--- src/rtl/wb_pkg.sv ---
// Shared types for the write-back queue: register-file geometry and the queued entry.
package wb_pkg;

    localparam int ADDR_W = 3;
    localparam int DATA_W = 16;

    typedef struct packed {
        logic [ADDR_W-1:0] addr;
        logic [DATA_W-1:0] data;
    } wb_entry_t;

endpackage

--- src/rtl/wb_fwd_match.sv ---
// Priority comparator over the queue ring: scans oldest to youngest from the head
// so the youngest matching valid entry ends up on the outputs.
module wb_fwd_match
    import wb_pkg::*;
#(
    parameter int DEPTH = 4
) (
    input  wb_entry_t                    entries [DEPTH],
    input  logic [DEPTH-1:0]             valid,
    input  logic [$clog2(DEPTH)-1:0]     head,
    input  logic [ADDR_W-1:0]            lookup_addr,
    output logic                         hit,
    output logic [DATA_W-1:0]            data
);

    localparam int PTR_W = $clog2(DEPTH);

    logic [PTR_W-1:0] idx;

    always_comb begin
        hit  = 1'b0;
        data = '0;
        idx  = '0;
        for (int i = 0; i < DEPTH; i++) begin
            idx = head + PTR_W'(i);
            if (valid[idx] && entries[idx].addr == lookup_addr) begin
                hit  = 1'b1;
                data = entries[idx].data;
            end
        end
    end

endmodule

--- src/rtl/wb_write_queue.sv ---
// Write-back queue serialising MEM/ALU results onto the register-file write port.
// Optional forwarding to decode read ports is built only when WB_FWD_EN is defined.
module wb_write_queue
    import wb_pkg::*;
#(
    parameter int DEPTH = 4
) (
    input  logic                          clk,
    input  logic                          reset,
    input  logic                          mem_valid,
    input  logic [ADDR_W-1:0]             mem_addr,
    input  logic [DATA_W-1:0]             mem_data,
    input  logic                          alu_valid,
    input  logic [ADDR_W-1:0]             alu_addr,
    input  logic [DATA_W-1:0]             alu_data,
    output logic                          wq_ready,
    output logic                          reg_write,
    output logic [ADDR_W-1:0]             write_addr,
    output logic [DATA_W-1:0]             write_data,
    input  logic [ADDR_W-1:0]             lookup_addr1,
    input  logic [ADDR_W-1:0]             lookup_addr2,
    output logic                          fwd_hit1,
    output logic                          fwd_hit2,
    output logic [DATA_W-1:0]             fwd_data1,
    output logic [DATA_W-1:0]             fwd_data2,
    output logic [$clog2(DEPTH+1)-1:0]    count,
    output logic                          overflow
);

    localparam int PTR_W = $clog2(DEPTH);
    localparam int CNT_W = $clog2(DEPTH+1);

    wb_entry_t          mem_q [DEPTH];
    wb_entry_t          mem_d [DEPTH];
    logic [PTR_W-1:0]   head_q, head_d, tail_q, tail_d;
    logic [CNT_W-1:0]   count_q, count_d;
    logic               reg_write_q, reg_write_d;
    logic [ADDR_W-1:0]  write_addr_q, write_addr_d;
    logic [DATA_W-1:0]  write_data_q, write_data_d;
    logic               overflow_q, overflow_d;

    logic               pop, mem_acc, alu_acc;
    logic [CNT_W:0]     free_slots;

    always_comb begin
        pop        = (count_q != '0);
        // The slot freed by this cycle's pop is already reusable by this cycle's enqueues.
        free_slots = (CNT_W+1)'(DEPTH) - {1'b0, count_q} + {{CNT_W{1'b0}}, pop};
        mem_acc    = mem_valid && (free_slots != '0);
        alu_acc    = alu_valid && (free_slots > {{CNT_W{1'b0}}, mem_acc});

        mem_d  = mem_q;
        tail_d = tail_q;
        if (mem_acc) begin
            mem_d[tail_d] = '{addr: mem_addr, data: mem_data};
            tail_d        = tail_d + 1'b1;
        end
        if (alu_acc) begin
            mem_d[tail_d] = '{addr: alu_addr, data: alu_data};
            tail_d        = tail_d + 1'b1;
        end

        head_d       = head_q + PTR_W'(pop);
        count_d      = count_q - CNT_W'(pop) + CNT_W'(mem_acc) + CNT_W'(alu_acc);
        reg_write_d  = pop;
        write_addr_d = pop ? mem_q[head_q].addr : write_addr_q;
        write_data_d = pop ? mem_q[head_q].data : write_data_q;
        overflow_d   = overflow_q | (mem_valid & ~mem_acc) | (alu_valid & ~alu_acc);
    end

    always_ff @(posedge clk or negedge reset) begin
        if (!reset) begin
            for (int i = 0; i < DEPTH; i++) mem_q[i] <= '0;
            head_q       <= '0;
            tail_q       <= '0;
            count_q      <= '0;
            reg_write_q  <= 1'b0;
            write_addr_q <= '0;
            write_data_q <= '0;
            overflow_q   <= 1'b0;
        end else begin
            mem_q        <= mem_d;
            head_q       <= head_d;
            tail_q       <= tail_d;
            count_q      <= count_d;
            reg_write_q  <= reg_write_d;
            write_addr_q <= write_addr_d;
            write_data_q <= write_data_d;
            overflow_q   <= overflow_d;
        end
    end

    assign reg_write  = reg_write_q;
    assign write_addr = write_addr_q;
    assign write_data = write_data_q;
    assign count      = count_q;
    assign overflow   = overflow_q;
    assign wq_ready   = ((CNT_W+1)'(DEPTH) - {1'b0, count_q}) >= (CNT_W+1)'(2);

`ifdef WB_FWD_EN
    logic [DEPTH-1:0]   valid_mask;
    logic               q_hit1, q_hit2, out_hit1, out_hit2;
    logic [DATA_W-1:0]  q_data1, q_data2;

    for (genvar j = 0; j < DEPTH; j++) begin : g_valid
        logic [PTR_W-1:0] rel;
        assign rel           = PTR_W'(j) - head_q;
        assign valid_mask[j] = ({1'b0, rel} < count_q);
    end

    wb_fwd_match #(.DEPTH(DEPTH)) u_fwd1 (
        .entries(mem_q), .valid(valid_mask), .head(head_q),
        .lookup_addr(lookup_addr1), .hit(q_hit1), .data(q_data1)
    );
    wb_fwd_match #(.DEPTH(DEPTH)) u_fwd2 (
        .entries(mem_q), .valid(valid_mask), .head(head_q),
        .lookup_addr(lookup_addr2), .hit(q_hit2), .data(q_data2)
    );

    // The output register is older than anything still in the ring.
    assign out_hit1  = reg_write_q && (write_addr_q == lookup_addr1);
    assign out_hit2  = reg_write_q && (write_addr_q == lookup_addr2);
    assign fwd_hit1  = q_hit1 | out_hit1;
    assign fwd_hit2  = q_hit2 | out_hit2;
    assign fwd_data1 = q_hit1 ? q_data1 : (out_hit1 ? write_data_q : '0);
    assign fwd_data2 = q_hit2 ? q_data2 : (out_hit2 ? write_data_q : '0);
`else
    logic unused_lookup;
    assign unused_lookup = ^{lookup_addr1, lookup_addr2};
    assign fwd_hit1  = 1'b0;
    assign fwd_hit2  = 1'b0;
    assign fwd_data1 = '0;
    assign fwd_data2 = '0;
`endif

endmodule
--- config.mk ---
export PLATFORM = sky130hd
export DESIGN_NAME = wb_write_queue
export DESIGN_NICKNAME = d
export VERILOG_FILES = /design/src/rtl/wb_pkg.sv /design/src/rtl/wb_fwd_match.sv /design/src/rtl/wb_write_queue.sv
export SDC_FILE = /design/constraint.sdc
export NUM_CORES = 1
export LEC_CHECK = 0
export ABC_AREA = 0
export BUFFER_PORTS_ARGS = -buffer_cell sky130_fd_sc_hd__buf_2
export CAP_MARGIN = 20
export CELL_PAD_IN_SITES_DETAIL_PLACEMENT = 1
export CELL_PAD_IN_SITES_GLOBAL_PLACEMENT = 2
export CORE_MARGIN = 2
export CORE_UTILIZATION = 34
export CTS_BUF_LIST = sky130_fd_sc_hd__clkbuf_4 sky130_fd_sc_hd__clkbuf_8 sky130_fd_sc_hd__clkbuf_16
export CTS_CLUSTER_DIAMETER = 200
export CTS_CLUSTER_SIZE = 10
export DETAILED_ROUTE_END_ITERATION = 10
export PLACE_DENSITY_LB_ADDON = 0.08
export SYNTH_ARGS = -nofsm -noshare
export SYNTH_HDL_FRONTEND = slang
export SYNTH_HIERARCHICAL = 1
export SYNTH_SLANG_ARGS = --single-unit
--- constraint.sdc ---
create_clock -name clk -period 4.8 [get_ports clk]
set_clock_uncertainty 0.2 [all_clocks]
set_input_delay 0.72 -clock clk [delete_from_list [all_inputs] [get_ports clk]]
set_output_delay 0.72 -clock clk [all_outputs]
set_load 0.01 [all_outputs]
# After elaboration in Yosys (flattened, before gate mapping)

Cells that the tools add are included.

Flip-flop bits (word level): 104
Bits in latches: 0
Bits in writable memories: 0
ROM bits: 0
Output and inout bits: 59
Logic and storage cells: 58
Memories: 0

Add/subtract/negate cells: 8
$mul: 0
Div/mod/pow operators: 0
$lt $le $gt $ge: 7
Equal/unequal tests: 0
Shift operators: 0
Muxes and demuxes: 13
Bitwise operators: 9
Reduce and logical (&&, ||, !) cells: 6

Operators by type and width:

| cell                  | number |
|---|---|
| $bwmux W76            | 2 |
| $mux W76              | 2 |
| $demux W19 S2         | 2 |
| $mux W19              | 4 |
| $bmux W19 S2          | 1 |
| $ge A3 B3 Y1 const B  | 3 |
| $not A2 Y3            | 3 |
| $add A3 B1 Y3         | 2 |
| $lt A3 B1 Y1 const B  | 2 |
| $add A2 B1 Y2 const B | 2 |
| $add A4 B1 Y4         | 1 |
| $ge A4 B2 Y1 const B  | 1 |
| $gt A4 B1 Y1          | 1 |
| $logic_and A1 B1 Y1   | 4 |
| $mux W2               | 2 |
| $reduce_bool A4 Y1    | 1 |
| $sub A3 B3 Y4 const A | 1 |
| $reduce_bool A3 Y1    | 1 |
| $sub A3 B1 Y3         | 1 |
| $add A2 B1 Y2         | 1 |
| $and A1 B1 Y1         | 2 |
| $not A1 Y1            | 2 |
| $or A1 B1 Y1          | 2 |

# Depth between registers and ports, before layout

Gate-level depths: netlist of the first run.

Word-level depth: 12
Depth in mapped cells: 18
Depth with buffers taken out: 14

# Worst setup path before layout of the first run

OpenSTA, ideal clock, no wires.

Path kind: register to register
Start point: reg count_q[0], in the netlist count[0]
End point: reg mem_q[10] in the netlist's numbering
Setup time: 130 ps
Arrival: 3449 ps
Setup slack: 1021 ps
Cell stages (with the launch flop): 18
Buffers on the path: 4
Period minus slack after synthesis: 3779 ps
Cells stage by stage: dfrtp_1 > inv_1 > ha_1 > ha_1 > inv_1 > clkbuf_1 > ha_1 > nand3b_2 > and3_1 > buf_6 > o31ai_4 > mux2i_1 > inv_1 > ha_1 > o311ai_2 > buf_4 > buf_2 > a31oi_1

RTL lines:

| element                  | line                 | source |
|---|---|---|
| start: declaration       | wb_write_queue.sv:36 | `logic [CNT_W-1:0] count_q, count_d;` |
| start signal: assignment | wb_write_queue.sv:85 | `count_q <= count_d;` |
| end signal: assignment   | wb_write_queue.sv:82 | `mem_q <= mem_d;` |
| end: declaration         | wb_write_queue.sv:33 | `wb_entry_t mem_q [DEPTH];` |

==> impl_summary.md, run 1 <==
Global routing
The first-pass GRT wire length is 27200 microns. Across every metal layer, demand over resource in global routing totals 19.8%. The global-route layer with the greatest usage is met2. The pin count of the biggest net entering global routing is 64. The global routing met2 resource utilization is 34.5%.

For this run, global-route usage on met3 was measured as 2.19%. The met1 track demand over resource is 25.8%. The total overflow left after global routing is 0. The number of global-route vias before repair is 4940.

The number of antenna violations at the first check in global routing is 0.

Clock network
The clock reaches the later pin of the worst-skew pair after 0.35 ns. In this run the number of H-tree levels came out at 3. Counting every sink on the clock net gives 104. The clock tree from TritonCTS is built. The clock root buffer is clkbuf_16.

The clock-pin slew on the worst setup and hold paths is 0.08 ns. Post-CTS timing repair inserted 0 buffers for setup. The number of gates resized after cts is 0. The total of hold buffers inserted after clock tree synthesis is 0. The number of clock buffers added by TritonCTS is 9. The clock passes through at most 2 buffers.

Routing
The number of vias per cell after detailed routing is 5.05. The detail route stage leaves a number of antenna-violating nets equal to 0. In the final routed layout, each cell accounts on average for 18.7 microns. The first-pass iteration count of the detailed router is 4. The number of DRC violations after detailed routing is 0. The detailed router placed 4599 vias in this run. The routed design has 17100 microns of wire. The count of routing violations after the opening detailed-route iteration is 205.

Logic synthesis
The synthesized area divided by synthesized cell count is 9.11 sq um. Yosys mapped a number of flops with a built-in enable equal to 0. After synthesis, the cell types taking the most area are dfrtp_1 45%, nand2_1 14%, a31oi_1 8.3%. Of the synthesized area, sequential elements account for 45.1%. The post-synthesis async set-or-reset flop share is 100%. The primary flip-flop cell chosen by synthesis mapping is dfrtp_1. The number of distinct standard cells referenced by the synthesized netlist is 35. The count of warnings emitted by yosys is 6.

The mapped cell area is 5780 sq um. Synthesis produced a netlist whose cell count is 634. Synthesis inferred 104 register bits.

The share of the synthesized area in the top cell type is 45.1%. The cell accounting for the most synthesized area is dfrtp_1.

Floorplanning
Measured along the x axis, the die boundary spans 134 microns. Once the floorplan was initialized, standard cells occupied 34.8% of the core. The core region area is 16600 sq um. The overall die area is 18000 sq um. The I/O pin count is 107. The die is 134 microns tall. The number of placement rows is 47.

Timing
The part of the cycle the worst path needs is 83.6%. Setup repair after global routing left no endpoint under its margin. For the finished layout, the period the worst path requires is 4.01 ns. The worst-margin pin slew is 1.01 ns. Based on the critical path, the design can be clocked at up to 0.249 GHz.

The accumulated negative setup slack is 0 ns. The final-layout worst hold slack is 0.230 ns. The hold violation count in the final report was 0. The max-slew violation count is 0. The count of final setup violators is 0. In this run the tightest slew margin relative to its limit is 32.6%.

Finish
The layout-stage area growth over the synthesis result is 12.6%. In the final layout, the share of cells above drive strength 1 is 19.1%. In the layout the commonest cells are 214 x nand2_1, 103 x dfrtp_1, 78 x nor2_1, 77 x a31oi_1, 65 x buf_2. The non-filler instance count after layout is 910. The count of nets after finishing is 751. The total inserted antenna cells is 0. The library cell used most frequently in the layout, excluding fill and tap cells, is nand2_1.

Critical path
STA puts the critical path data required time at 4.87 ns. The type of element launching the critical path is a flip-flop. The cell type with the highest occurrence count on the critical path is ha_1.

The type of the worst setup path is flip-flop to flip-flop. Along the worst path, the maximum fanout reaches 22. The logic depth of the worst register-to-register path is 15. The worst-path cell with the longest stage delay is dfrtp_1. The maximum single-stage delay on the critical path is 0.43 ns. The sort of element at the end of the critical path is a flip-flop. Traced cell by cell, the critical path runs through inv_1 > ha_1 > ha_1 > inv_1 > ha_1 > xor2_1 > or3_4 > o31ai_4 > mux2i_1 > inv_1 > ha_1 > o311ai_4 > buf_4 > nor2_1 > a31oi_1. The arrival time at the worst endpoint is 4.08 ns.

Outcome
The flow ran to the end, and the final reports show no timing, DRC or antenna violations.

Power
The leakage power summed over all cells is 3.04 nW. The power density over the cells is 807 nW/um^2. IR analysis of the VDD net gives a maximum drop of 0.494 mV.

Placement
In this run, placement finished with an instance count of 893. Buffers placed on the I/O ports in this run total 66. After legalization and detailed placement, the total HPWL measured 11200 microns. Routability-driven placement finished with a final weighted congestion of 0.769.

Flow run
The count of maximum capacitance violations is 0.

Hold path
The kind of path behind the tightest hold check is input port to async pin.
[layer usage]
metal | wire, microns | up-vias
li1 | - | 2172
met1 | 7780 | 2310
met2 | 8400 | 100
met3 | 622 | 17
met4 | 258 | 0
met5 | 0 | -
[registers in the layout (all words and copies together) (netlist names)]
signal,cells
write_data,16
tail_q,2
count,3
reg_write,1
write_addr,3
overflow,1
head_q,2
mem_q,76
[path summary, 6_finish.rpt]
path | start | end | slack (ns)
min in group clk | write_data[10] | write_data[10] | 0.27
setup reg to reg | count[0] | mem_q[36] | 0.79
max in group asynchronous | reset | head_q[1] | 3.40
hold reg to reg | write_data[10] | write_data[10] | 0.27
setup / recovery | count[0] | mem_q[36] | 0.79
hold / removal | reset | write_data[0] | 0.23
[cell families (layout without fill, tap and decap cells)]
| kind of cell | count (synthesis) | in the layout | synth area share, % |
|---|---|---|---|
| mux | 21 | 21 | 7.76 |
| flops | 104 | 104 | 45.1 |
| other cells | 1 | 34 | 0.0649 |
| xor+xnor | 6 | 6 | 0.910 |
| compound gates | 97 | 97 | 12.5 |
| simple gates | 301 | 301 | 20.1 |
| buf+inv | 86 | 109 | 9.45 |
| fa+ha+maj | 18 | 18 | 4.16 |
[worst max-delay path: cells and delay by family (launching register included)]
kind            cells  cell delay (ns)
buf+inv             4             0.73
xor+xnor            1             0.21
compound gates      3             0.71
flops               1             0.43
mux                 1             0.42
simple gates        2             0.46
fa+ha+maj           4             0.77
[cell usage after synthesis, types with 4 or more instances]
master      n
o311ai_2    4
buf_2      18
ha_1       16
nor2_1     78
buf_6       6
dfrtp_1   104
nand2_1   214
a31oi_1    77
clkbuf_1    7
inv_1      13
mux4_2     19
buf_4      41
[cell type report]
cell class,count,area [sq um]
clock buffers,11,240
fillers,1974,10100
repair buffers,80,458
well taps,220,275
multi-input cells,477,2790
inverters,13,48.8
flip-flops and latches,104,2600
clock inverters,5,86.3
[per-stage QoR]
| stage | power, W | utilization, % | worst slack, ns | instance area [sq um] |
|---|---|---|---|---|
| floorplan | 0.00366 | - | 1.02 | 5900 |
| global placement | 0.00434 | 37.1 | 0.907 | 6150 |
| detailed placement | 0.00447 | 37.1 | 0.749 | 6150 |
| CTS | 0.00531 | 39.1 | 0.732 | 6480 |
| global route | 0.00573 | 39.2 | 0.550 | 6500 |
| finish | 0.00525 | 39.2 | 0.788 | 6500 |
[where the power goes]
| part | internal (W) | switching [W] | leakage (nW) |
|---|---|---|---|
| clock network | 0.000476 | 0.000352 | 0.162 |
| logic | 0.00110 | 0.00162 | 1.66 |
| registers | 0.00138 | 0.000320 | 1.21 |
| total | 0.00295 | 0.00229 | 3.04 |
Power figures use the tool's default switching activity.
==> inputs of run 2 (changes only) <==
clock period = 3.9 ns   (was 4.8 ns; I/O delays follow)
==> impl_summary.md, run 2 (same netlist as run 1, synthesis figures left out) <==
Timing
At the pin with the least slew margin, the transition time is 0.808 ns. The worst-case setup margin in the final layout is 0.246 ns. The hold violation count in the final report is 0. Setup violations remaining at the end of the flow were counted as 0. Based on the critical path, the design can be clocked at up to 0.274 GHz. The smallest clock period supported by the final layout is computed as 3.65 ns. The accumulated negative setup slack is 0 ns. Of the available clock period, the critical path in the final layout requires 93.7%. Setup repair after global routing left no endpoint under its margin. The max-slew violation count came to 0. Headroom to the max-slew limit came out at 46.1%.

Finish
The share of post-route cells with drive strength above 1 is 20.2%. The most frequent standard cell in the layout excluding fill and tap cells is nand2_1. After routing the design area is 6580 sq um. The flip-flop count of the largest register, all copies and words added is 76. Once layout is complete, the utilization of the core stands at 39.7%. The filler cell count is 1969. Relative to the synthesized area, the layout overhead comes to 14.0%. The repair_antennas step left the layout with diodes totalling 0. The net count of the finished layout is 760.

Ranked by flip-flop count, first place goes to mem_q. In the layout the commonest cells are 214 x nand2_1, 103 x dfrtp_1, 78 x nor2_1, 77 x a31oi_1, 65 x buf_2.

Critical path
In this run the register-to-register setup slack is 0.25 ns. For the worst setup path, the data arrival time is 3.73 ns. The signal on the critical path passes through inv_1 > ha_1 > ha_1 > inv_1 > ha_1 > xor2_1 > or3_4 > o31ai_4 > mux2i_2 > inv_1 > ha_1 > o311ai_4 > buf_4 > nor2_1 > a31oi_1. The logic depth of the worst register-to-register path is 15.

For the worst setup path, the data required time is 3.98 ns. STA classifies the critical path startpoint as a flip-flop. In this run the critical register-to-register path is captured at mem_q[19]. The worst setup path is captured at a flip-flop. The worst register-to-register path begins at count[0]. The largest driver fanout on the critical path is 16. The worst-path cell with the longest stage delay is dfrtp_1.

In this design, the largest share of critical-path delay is due to adder cells. The maximum single-stage delay on the critical path is 0.43 ns. The number of buffers and inverters on the critical path is 4. The cell type with the highest occurrence count on the critical path is ha_1. The type of the worst setup path is flip-flop to flip-flop.

Routing
The first-pass iteration count of the detailed router is 4. The final antenna-violating net count is 0. The first routing iteration left 305 violations. In the routed layout, each cell is associated on average with a via count of 5.10.

After detailed routing, the total wire length is 17500 microns. The number of DRC violations after detailed routing is 0. Detailed routing inserted a total of 4681 vias. The wire length per cell is 19.1 microns.

Clock network
The maximum buffer depth of the clock tree is 2. The total clock buffers created by CTS is 9. TritonCTS built the clock tree. The clock net sink count is 104. In this run, post-CTS hold repair placed 0 buffers.

The H-tree generated during clock tree synthesis spans 3 levels. The clock-pin slew on the worst setup and hold paths is 0.08 ns. The later pin in the worst-skew pair is clocked with a latency of 0.36 ns. The clock root buffer is clkbuf_16.

Floorplanning
From left edge to right edge, the die measures 134 microns. The number of placement rows is 47. From bottom edge to top edge, the die measures 134 microns. The overall die area is 18000 sq um.

The effective utilization at floorplan is 34.8%. The core region area is 16600 sq um. Pin placement for this block handled 107 I/O pins.

Global routing
The total overflow reported by the global router is 0. The number of global-route vias before repair is 4890. The first global-routing pass estimated 28000 microns of wire.

The total track usage is 20.4%. The number of antenna violations at the first check in global routing came to 0. The pin count of the biggest net entering global routing is 57.

Flow run
The count of maximum capacitance violations is 0.

Power
VDD sags by at most 0.459 mV. Summed over all cells, the static leakage comes to 3.08 nW. The power density over the cells is 997 nW/um^2.

The total power is 0.00657 W.

Placement
The wire-length estimate of the detail-placed layout is 11200 microns. The post-detailed-placement cell area is 6230 sq um. The final estimated routing congestion in global placement is 0.783.

The post-place setup slack is 0.121 ns. Buffers placed on the I/O ports in this run total 66.

Outcome
The run finished with clean final reports.

Hold path
The kind of path behind the tightest hold check is input port to async pin.
[run 2: cell count changes in the layout (fill, tap and decap cells not counted), sizes merged]
cell      before  now
buf           80   89
clkinv         0    3
clkbuf        11    9
inv           16   14
bufinv         2    1
clkinvlp       0    1
[run 2: power by group]
part | internal [W] | total, W | switching (W) | leakage [nW]
clock network | 0.000499 | 0.000937 | 0.000438 | 0.142
registers | 0.00169 | 0.00209 | 0.000394 | 1.21
logic | 0.00148 | 0.00354 | 0.00206 | 1.72
total | 0.00367 | 0.00657 | 0.00290 | 3.08
[run 2: per-layer routing]
metal	vias to the layer above	wire length (microns)	share of wire (%)	track usage [%]
met5	-	0	0	0
met4	0	202	1.2	5.56
met3	13	761	4.3	2.46
met2	109	8310	47	33.4
met1	2373	8240	47	28.8
li1	2186	-	-	-
[run 2: final cells by class]
class                   count  area (sq um)  share of cell area, %
inverters                  13          48.8                  0.741
flip-flops and latches    104          2600                   39.6
well taps                 220           275                   4.18
multi-input cells         477          2800                   42.5
clock buffers               9           225                   3.42
repair buffers             89           566                   8.59
clock inverters             6          68.8                   1.05
[run 2: worst max path at each step]
stage | cells after the start | end | start
floorplan | 17 | mem_q[27] | count[0]
global placement | 15 | mem_q[15] | count[0]
detailed placement | 15 | mem_q[11] | count[0]
CTS | 15 | mem_q[11] | count[0]
global route | 15 | mem_q[19] | count[0]
finish | 15 | mem_q[19] | count[0]
[run 2: stage by stage]
step	hold WS [ns]	instances
global placement	0.238	900
floorplan	0.0894	667
finish	0.0727	918
detailed placement	0.253	900
CTS	0.108	915
global route	0.138	918
[run 2: what timing repair did]
item / in CTS / in global routing
setup buffers: 0 / 2
endpoints found under the setup margin: 0 / 68
resized for setup: 0 / 6
==> inputs of run 3 (changes only) <==
CORE_MARGIN = unset   (was 2)
CTS_CLUSTER_DIAMETER = unset   (was 200)
==> impl_summary.md, run 3 (same netlist as run 1, synthesis figures left out) <==
Finish
At the end of the flow, the number of nets in the layout was 766. The most frequent standard cell in the layout excluding fill and tap cells is nand2_1. Once layout is complete, the cells apart from fillers number 925. The register with the most flip-flops in the layout has 76 of them.

The layout-stage area growth over the synthesis result is 16.3%. The register with the highest flop count is mem_q. The filler cell count is 1964. Leaving out fill and tap cells, the most frequent cells in the layout are 214 x nand2_1, 102 x dfrtp_1, 78 x nor2_1, 77 x a31oi_1, 65 x buf_2. The total inserted antenna cells is 0. The post-route netlist has 21.3% of its cells at a drive strength greater than 1.

Critical path
The arrival time at the worst endpoint is 3.75 ns. The critical path is of the flip-flop to flip-flop type. STA puts the critical path data required time at 3.97 ns. The type of element launching the critical path is a flip-flop.

Along the worst path, the maximum fanout reaches 8. STA classifies the critical path endpoint as a flip-flop.

Timing
The max-slew violation count is 0. Setup repair after global routing left no endpoint under its margin. The hold violation count in the final report is 0. Setup violations remaining at the end of the flow were counted as 0. After layout, the minimum clock period comes to 3.68 ns. The worst-margin pin slew is 0.812 ns.

For the final routed database, the setup TNS stands at 0 ns. Static timing analysis puts the maximum clock frequency at 0.272 GHz. The final critical path takes up 94.3% of the cycle. Setup slack closes at 0.223 ns. The worst pin sits at a relative slew slack of 45.8%.

Clock network
The clock-pin slew on the worst setup and hold paths is 0.08 ns. The clock drives 104 sinks. For the worst-skew pair, the clock arrives at the later sink with an insertion delay of 0.35 ns. The number of hold buffers added after CTS was 0.

TritonCTS built the clock tree. CTS built an H-tree with a depth of 3. CTS placed an instance of clkbuf_16 at the clock tree root. The clock passes through at most 2 buffers. In this run, CTS created clock tree buffers numbering 9.

Routing
The final antenna-violating net count is 0. Dividing the detail-routed via count by the number of cells gives 5.10. The highest metal layer used by the detailed router is met4. The detailed router put a total of 7970 microns of wire on met1. The first-pass iteration count of the detailed router is 4. The total via count after detailed routing is 4722. The routed length on met2 is 8880 microns. For this block, the initial DRC count from the detailed router was 252. In the detailed route, the total length drawn on met3 is 667 microns.

The routed design has 17800 microns of wire. The number of DRC violations after detailed routing is 0. Dividing the detail-routed wire length by the instance count gives 19.3 microns.

Placement
Summed over all nets, the half-perimeter wirelength after detailed placement is 11500 microns. The final estimated routing congestion in global placement is 0.769. In this run the tool buffered the top-level ports with 66 buffer cells. Before CTS, the worst setup slack after placement is 0.0484 ns. After detailed placement, the design holds a cell count of 899.

Floorplanning
The die boundary width is 132 microns. The effective utilization at floorplan is 34.8%. The number of placement rows is 47. The I/O pin count is 107. The overall die area is 17500 sq um. The floorplan step set the die height to 132 microns. The core region area is 16600 sq um.

Power
The leakage power summed over all cells is 3.13 nW. Power spread over the standard cell area amounts to 1000 nW/um^2. Overall power consumption after layout is estimated at 0.00674 W. The worst-case IR drop observed on VDD is 0.482 mV.

Global routing
The number of antenna violations at the first check in global routing came to 0. The total track usage is 21.1%. The first global-routing pass estimated 28000 microns of wire. The total overflow reported by the global router is 0. The number of global-route vias before repair came to 5063.

The pin count of the biggest net entering global routing is 57.

Hold path
In this run the worst hold path is classified as input port to async pin.

Outcome
The flow ran to the end, and the final reports show no timing, DRC or antenna violations.

Flow run
The tool flagged a number of max-cap violations equal to 0.
run 3: cell types whose count changed in the layout (fill, tap and decap cells not counted), sizes merged:
cell	change
clkinv	-2
buf	+5
inv	+1
clkbuf	+3
run 3: where the power goes:
group	total, W	switching, W	internal, W
Combinational	0.00369	0.00212	0.00157
Clock	0.000968	0.000430	0.000537
Sequential	0.00208	0.000388	0.00170
Total	0.00674	0.00294	0.00380
run 3: layer usage:
layer | up-vias | global-route usage (%)
li1 | 2203 | -
met1 | 2387 | 27.5
met2 | 112 | 36.5
met3 | 20 | 2.42
met4 | 0 | 7.02
met5 | - | 0
run 3: worst paths after layout:
| kind | from | to | slack [ns] | cells past startpoint |
|---|---|---|---|---|
| min in group clk | overflow | overflow | 0.25 | 1 |
| setup / recovery | count[0] | mem_q[33] | 0.22 | 15 |
| hold reg to reg | overflow | overflow | 0.25 | 1 |
| setup reg to reg | count[0] | mem_q[33] | 0.22 | 15 |
| max in group asynchronous | reset | head_q[1] | 2.63 | 2 |
| hold / removal | reset | write_data[2] | 0.11 | 1 |
run 3: worst max-delay path, cell delays in order, from the launching register on:
cell and delay, ns:
dfrtp_2 0.44, inv_2 0.10, ha_1 0.16, ha_1 0.16, inv_1 0.06, ha_1 0.22, xor2_1 0.22, or3_4 0.40
o31ai_4 0.37, mux2i_4 0.33, inv_1 0.09, ha_1 0.22, o311ai_4 0.17, buf_4 0.26, nor2_1 0.05, a31oi_1 0.14
run 3: through the flow:
stage / area (sq um) / utilization (%) / hold slack, ns
3_5_place_dp: 6270 / 37.8 / 0.244
6_report: 6720 / 40.5 / 0.107
2_1_floorplan: 5900 / - / 0.0894
5_1_grt: 6720 / 40.5 / 0.185
3_3_place_gp: 6270 / 37.8 / 0.243
4_1_cts: 6580 / 39.7 / 0.148
run 3: repair_timing:
item	in CTS	in global routing
setup endpoints to repair	0	75
resized for setup	0	6
setup buffers	0	8
run 3: area by class of cell:
| class | instances | area (sq um) | share of cell area (%) |
|---|---|---|---|
| Multi-Input combinational cell | 477 | 2800 | 41.7 |
| Sequential cell | 104 | 2610 | 38.8 |
| Timing Repair Buffer | 95 | 671 | 9.99 |
| Tap cell | 220 | 275 | 4.10 |
| Clock buffer | 11 | 253 | 3.76 |
| Clock inverter | 5 | 60.1 | 0.894 |
| Inverter | 13 | 48.8 | 0.727 |
